<file path="src/rtl/execute_stage.sv">
`default_nettype none
// ============================================================================
// Module      : execute_stage
// Description : MIPS EX stage with operand forwarding, ALU, optional iterative
//               multiplier (EXEC_MUL_EN) and EX/MEM pipeline register.
// Revision    : 1.0 - initial release
// ============================================================================
module execute_stage #(
    parameter int MUL_STEP = 1  // multiplier bits retired per cycle: 1, 2 or 4
) (
    input  logic        clk,
    input  logic        reset,
    input  logic        regWriteE,
    input  logic        memToRegE,
    input  logic        memWriteE,
    input  logic [1:0]  aluControlE,
    input  logic        aluSrcE,
    input  logic        regDstE,
    input  logic        mulE,
    input  logic [31:0] rd1E,
    input  logic [31:0] rd2E,
    input  logic [31:0] signImmE,
    input  logic [4:0]  rtE,
    input  logic [4:0]  rdE,
    input  logic [1:0]  forwardAE,
    input  logic [1:0]  forwardBE,
    input  logic [31:0] resultW,
    output logic        stallE,
    output logic        regWriteM,
    output logic        memToRegM,
    output logic        memWriteM,
    output logic [31:0] aluOutM,
    output logic [31:0] writeDataM,
    output logic [4:0]  writeRegM
);

    localparam logic [5:0] c_ITERS = 6'(32 / MUL_STEP);

    logic [31:0] w_srcA;
    logic [31:0] w_writeDataE;
    logic [31:0] w_srcB;
    logic [31:0] w_aluResult;
    logic [31:0] w_result;
    logic [4:0]  w_writeRegE;

    always_comb begin
        w_srcA = rd1E;
        case (forwardAE)
            2'b01:   w_srcA = resultW;
            2'b10:   w_srcA = aluOutM;
            default: w_srcA = rd1E;
        endcase
    end

    always_comb begin
        w_writeDataE = rd2E;
        case (forwardBE)
            2'b01:   w_writeDataE = resultW;
            2'b10:   w_writeDataE = aluOutM;
            default: w_writeDataE = rd2E;
        endcase
    end

    assign w_srcB      = aluSrcE ? signImmE : w_writeDataE;
    assign w_writeRegE = regDstE ? rdE : rtE;

    always_comb begin
        w_aluResult = w_srcA + w_srcB;
        case (aluControlE)
            2'b01:   w_aluResult = w_srcA - w_srcB;
            2'b10:   w_aluResult = w_srcA & w_srcB;
            2'b11:   w_aluResult = w_srcA | w_srcB;
            default: w_aluResult = w_srcA + w_srcB;
        endcase
    end

`ifdef EXEC_MUL_EN
    localparam logic [1:0] c_IDLE = 2'd0;
    localparam logic [1:0] c_BUSY = 2'd1;
    localparam logic [1:0] c_DONE = 2'd2;

    logic [1:0]  r_state;
    logic [1:0]  w_nextState;
    logic [31:0] r_mcand;
    logic [31:0] r_mplier;
    logic [31:0] r_acc;
    logic [5:0]  r_count;
    logic [31:0] w_partial;

    always_ff @(posedge clk) begin
        if (reset) begin
            r_state <= c_IDLE;
        end else begin
            r_state <= w_nextState;
        end
    end

    always_comb begin
        w_nextState = r_state;
        case (r_state)
            c_IDLE:  if (mulE) w_nextState = c_BUSY;
            c_BUSY:  if (r_count == 6'd1) w_nextState = c_DONE;
            c_DONE:  w_nextState = c_IDLE;
            default: w_nextState = c_IDLE;
        endcase
    end

    always_comb begin
        stallE = mulE && (r_state != c_DONE);
    end

    // Low MUL_STEP bits of the multiplier times the shifted multiplicand.
    always_comb begin
        w_partial = '0;
        for (int i = 0; i < MUL_STEP; i++) begin
            if (r_mplier[i]) begin
                w_partial = w_partial + (r_mcand << i);
            end
        end
    end

    always_ff @(posedge clk) begin
        if (reset) begin
            r_mcand  <= '0;
            r_mplier <= '0;
            r_acc    <= '0;
            r_count  <= '0;
        end else if (r_state == c_IDLE && mulE) begin
            r_mcand  <= w_srcA;
            r_mplier <= w_srcB;
            r_acc    <= '0;
            r_count  <= c_ITERS;
        end else if (r_state == c_BUSY) begin
            r_acc    <= r_acc + w_partial;
            r_mcand  <= r_mcand << MUL_STEP;
            r_mplier <= r_mplier >> MUL_STEP;
            r_count  <= r_count - 6'd1;
        end
    end

    assign w_result = mulE ? r_acc : w_aluResult;
`else
    logic w_unused_mul;

    assign w_unused_mul = mulE | (|c_ITERS);
    assign stallE       = 1'b0;
    assign w_result     = w_aluResult;
`endif

    // A stalled instruction leaves a zeroed bubble in EX/MEM.
    always_ff @(posedge clk) begin
        if (reset || stallE) begin
            regWriteM  <= 1'b0;
            memToRegM  <= 1'b0;
            memWriteM  <= 1'b0;
            aluOutM    <= '0;
            writeDataM <= '0;
            writeRegM  <= '0;
        end else begin
            regWriteM  <= regWriteE;
            memToRegM  <= memToRegE;
            memWriteM  <= memWriteE;
            aluOutM    <= w_result;
            writeDataM <= w_writeDataE;
            writeRegM  <= w_writeRegE;
        end
    end

endmodule
`default_nettype wire

</file>
<file path="config.mk">
export PLATFORM = sky130hd
export DESIGN_NAME = execute_stage
export DESIGN_NICKNAME = d
export VERILOG_FILES = /design/src/rtl/execute_stage.sv
export SDC_FILE = /design/constraint.sdc
export NUM_CORES = 1
export LEC_CHECK = 0
export BUFFER_PORTS_ARGS = -buffer_cell sky130_fd_sc_hd__buf_2
export CAP_MARGIN = 20
export CORE_MARGIN = 2
export CORE_UTILIZATION = 48
export DETAILED_ROUTE_END_ITERATION = 10
export PLACE_DENSITY = 0.76
export SLEW_MARGIN = 10
export SYNTH_ARGS = -nofsm -noshare
export SYNTH_HDL_FRONTEND = slang
export SYNTH_SLANG_ARGS = --single-unit
</file>
<file path="constraint.sdc">
create_clock -name clk -period 13.5 [get_ports clk]
set_clock_uncertainty 0.2 [all_clocks]
set_input_delay 0.675 -clock clk [delete_from_list [all_inputs] [get_ports clk]]
set_output_delay 0.675 -clock clk [all_outputs]
set_load 0.01 [all_outputs]
</file>
Word level (Yosys, flattened, before mapping)
Index checks and enable logic that the tools add are counted.
{ "totals": {"out_inout_bits": 73, "ff_bits": 72, "input_bits": 152} }
{ "classes": {"add_sub_neg": 2, "n_eq_ne": 7, "bitwise": 2, "muxes": 5} }
{ "ops": {"columns": ["operator", "n"], "rows": [
  ["32-bit one-hot mux with 2 select lines", 2],
  ["32-bit one-hot mux with 3 select lines", 1],
  ["32-bit adder", 1],
  ["32-bit AND", 1],
  ["32-bit two-way mux", 1],
  ["32-bit bitwise OR", 1],
  ["32-bit subtractor", 1],
  ["2-bit == test, second input constant", 4],
  ["2-bit by 1-bit == test with 1-bit output, second input constant", 3],
  ["5-bit two-way mux", 1]
]} }

Depth between registers and ports, before layout
{ "depth": {"word_depth": 5, "depth_mapped": 24, "depth_no_buf": 20} }

Worst setup path before layout
Ideal clock, no wire load.
{ "synth_path": {"path_kind": "input to register", "from": "input forwardBE[0]", "to": "register aluOutM[28]", "setup_slack_ns": 8.246, "required_ns": 13.183, "arrival_ns": 4.936, "path_stages": 22, "n_path_buf": 4, "path_cell_list": "inv_1 ha_1 buf_6 buf_2 buf_4 a221oi_1 nor3_1 a21oi_1 ha_1 nand3_1 nor3_2 nand2_1 o21ai_0 xor2_1 ha_1 clkbuf_1 a21o_1 a311o_1 a21o_1 a21o_1 or3_1 a32o_1"} }
{ "synth_between": {"elab_chain_cells": 5, "word_cells_on_any_way": 9, "classes_between": "add/sub (2); eq/ne (2); mux (3); bitwise (2)"} }
{ "synth_rtl": {"columns": ["element", "line", "rtl"], "rows": [
  ["start: declaration", "26", "input logic [1:0] forwardBE,"],
  ["2-bit == test or 2-bit by 1-bit == test with 1-bit output (tied branches)", "57", "case (forwardBE)"],
  ["32-bit one-hot mux with 2 select lines (*)", "57", null],
  ["32-bit two-way mux (*)", "64", "assign w_srcB = aluSrcE ? signImmE : w_writeDataE;"],
  ["32-bit adder (tied with other cells)", "73", "default: w_aluResult = w_srcA + w_srcB;"],
  ["32-bit one-hot mux with 3 select lines (*)", "69", "case (aluControlE)"],
  ["end signal: assignment", "163", "aluOutM <= w_result;"],
  ["end: declaration", "32", "output logic [31:0] aluOutM,"]
]} }
Every way passes the cells marked *; elsewhere a longest branch is shown, timed or not.
A chain may end at the register's enable or synchronous reset.

Worst setup path in the final report
{ "layout_path": {"from": "input forwardBE[0]", "to": "register aluOutM[31]"} }
Same word-level chain as after synthesis.

==> impl_results.md <==
- Layout Cell Area excl Fill: 0.00818 mm^2
- Total GRT Usage: 31.9%
- RSZ-0062 raised after global routing: no
- Post-synth EDFFs: 0
- Ys async rst share: 0%
- Post-CTS Resized: 0
- Fin cells: 1279
- Synthesis-stage register bit count: 72
- Fillers: 1310
- Seq/Total Area, Yosys: 21.4%
- Outcome: finished, final reports clean
- Met2 routed WL: 10600 um
- Placed Instance Area: 0.00786 mm^2
- Iter 0 DRT Violations: 1158
- Post-CTS Setup Bufs: 0
- Post-Syn Area per Cell: 7.40 um^2
- Grt ovf: 0
- Endpoints failing setup: 0
- DRT Wirelength: 25100 um
- First-pass GRT wire length: 37100 um
- Crit-path max FO: 33
- Via-to-Cell Ratio: 6.18
- IO Count: 225
- Met3 wire len: 3000 um
- Post-Synthesis Cells: 910
- CTS tree: built
- Mapped Area: 0.00673 mm^2
- Pin count of the biggest net entering global routing: 77
- Routability cong.: 0.978
- Final hold violation count: 0
- Vertical die dimension: 122 um
- Share of cells above drive strength 1: 24.0%
- Vias: 7901
- Max frequency: 0.156 GHz
- Max-slew violation count: 0
- Post-DRT Antenna Nets: 0
- Synth cell types: 68
- Sink Count: 72
- Syn nets: 1108
- Footprint of the multi-input gates: 0.00492 mm^2
- DRC violations left: 0
- HPWL after DPL: 19000 um
- # port buffers: 222
- Clock-pin slew on the worst setup and hold paths: 0.06 ns
- CP endpoint kind: register
- Num rows: 43
- Post-synth top flop: dfxtp_1
- Vias in the first global route: 6790
- Leak: 3.73 nW
- Peak VDD IR: 0.0660 mV
- Max cap viols: 0
- Initial DRT Pass Iterations: 6
- Area grow syn2layout: 21.5%
- Die area: 0.0150 mm^2
- Slew margin rel.: 34.3%
- Ys Warns: 0
- Period Utilization, post-route: 47.4%
- Starting density of the core: 48.9%
- Setup TNS: 0 ns
- CP Class: in -> reg
- Antenna violations before repair: 0
- Hold buffer count at CTS: 0
- Clock Tree Buf Depth: 2
- Slew @ Worst Pin: 0.975 ns
- WL met1: 10800 um
- Total CTS buffers: 9
- Power Density: 120 mW/mm^2
- H-Tree Level Count: 3
- Clock root buffer: clkbuf_16
- Final core utilization: 59.4%
- Clock Latency Late Sink: 0.35 ns
- Sequential cell area: 0.00144 mm^2
- Worst hold path class: in -> reg
- Die width: 122 um
- Mean routed wirelength per cell: 19.6 um
- Nets: 1291
- Worst Path Arrival: 6.43 ns
- Post-layout min period: 6.40 ns
- Worst EP required: 13.53 ns
- Top routing layer used: met4
- Core footprint: 0.0138 mm^2
- Dpl cells: 1262
- Startpoint Class: input pin
-- synthesized netlist by cell type, drive strengths merged (2+ instances only) --
master | number | share of area (%)
a22o | 6 | 0.78
a22oi | 37 | 4.1
clkinv | 2 | 0.11
or2 | 4 | 0.37
a21oi | 54 | 4.0
o31ai | 7 | 0.78
a41oi | 2 | 0.26
xnor2 | 32 | 4.2
a221oi | 17 | 2.7
nand4 | 4 | 0.37
buf | 18 | 1.8
nand2 | 95 | 5.3
dfxtp | 72 | 21
a21o | 14 | 1.6
a311oi | 9 | 1.2
o211ai | 4 | 0.45
o41ai | 2 | 0.37
or3 | 7 | 0.65
maj3 | 21 | 3.1
nor4 | 3 | 0.28
o21ai | 92 | 6.8
nor3 | 36 | 2.8
or4 | 4 | 0.45
inv | 26 | 1.4
a211o | 4 | 0.52
mux2i | 7 | 1.0
o21bai | 2 | 0.22
a31oi | 10 | 0.93
ha | 45 | 8.4
nor2b | 28 | 2.6
nor4b | 2 | 0.26
nand2b | 7 | 0.65
a221o | 11 | 1.6
nor3b | 6 | 0.82
and2 | 3 | 0.28
xor2 | 18 | 2.3
clkbuf | 39 | 2.2
o31a | 4 | 0.52
o21a | 11 | 1.2
nand3 | 10 | 0.74
and3 | 4 | 0.37
o22ai | 3 | 0.28
or4b | 2 | 0.41
a211oi | 19 | 2.1
nor2 | 92 | 5.1
-- power breakdown --
group / switching [mW] / internal (mW) / total, mW
logic: 0.271 / 0.187 / 0.458
clock network: 0.103 / 0.162 / 0.265
registers: 0.0216 / 0.240 / 0.262
-- critical path, cell delays in order --
cell and delay [ns]:
buf_2 0.09, inv_1 0.04, ha_2 0.70, buf_4 0.41, inv_1 0.30, o21ai_1 0.23
o21ai_0 0.35, or4b_4 0.70, nor3_2 0.30, nand2_1 0.11, o21ai_0 0.23, xor2_1 0.21
ha_1 0.35, a21oi_1 0.32, o211ai_1 0.18, a31oi_1 0.20, nor2b_1 0.07, or4_1 0.40
o221ai_1 0.31, or4_1 0.17, nand3_1 0.08
-- final timing paths --
| check | depth (start not counted) | to | slack, ns | start |
|---|---|---|---|---|
| min | 2 | memToRegM$_SDFF_PP0_ | 0.34 | memToRegE |
| max | 21 | aluOutM[31]$_SDFF_PP0_ | 7.10 | forwardBE[0] |
| min reg2reg | 2 | writeDataM[27]$_SDFF_PP0_ | 0.46 | aluOutM[27]$_SDFF_PP0_ |
| max reg2reg | 17 | aluOutM[31]$_SDFF_PP0_ | 8.20 | aluOutM[2]$_SDFF_PP0_ |
-- state kept, by name, indices dropped and copies added (netlist names) --
register    count
aluOutM        32
writeDataM     32
writeRegM       5
memToRegM       1
memWriteM       1
regWriteM       1
-- kinds of logic after synthesis --
| family | synth area share (%) |
|---|---|
| XOR/XNOR | 6.51 |
| other | 0.0557 |
| AO/OA/AOI/OAI | 31.5 |
| multiplexers | 1.21 |
| adder cells (fa/ha/maj) | 11.8 |
| flip-flops | 21.4 |
| buffers and inverters | 5.54 |
| AND/OR/NAND/NOR | 22.0 |
-- through the flow --
stage          worst slack [ns]  total power [mW]  hold WS (ns)
2_1_floorplan              8.25             0.577         0.424
3_3_place_gp               6.97             0.703         0.425
3_5_place_dp               6.92             0.710         0.426
4_1_cts                    7.24             0.973         0.337
5_1_grt                    6.69              1.04         0.356
6_report                   7.10             0.985         0.341
-- cell type report --
type,instances,share of cell area [%]
Sequential cell,72,17.6
Tap cell,180,2.75
Timing Repair Buffer,229,14.2
Multi-Input combinational cell,753,60.2
Clock inverter,7,1.16
Antenna cell,1,0.0306
Inverter,28,1.28
Clock buffer,9,2.75
-- placed cells by master, fill, tap and decap left out, drive strengths merged, types with 27 or more instances in the layout --
| cell | Yosys | routed |
|---|---|---|
| buf | 18 | 229 |
| nand2 | 95 | 95 |
| nor2 | 92 | 92 |
| o21ai | 92 | 92 |
| dfxtp | 72 | 72 |
| a21oi | 54 | 54 |
| ha | 45 | 45 |
| a22oi | 37 | 37 |
| nor3 | 36 | 36 |
| xnor2 | 32 | 32 |
| nor2b | 28 | 28 |
| inv | 26 | 27 |
-- layer usage --
layer  track usage, %  vias to the layer above
li1                 -                     3715
met1             45.9                     3639
met2             47.3                      496
met3             6.69                       51
met4             10.3                        0
met5                0                        -
Power figures use the tool's default switching activity.
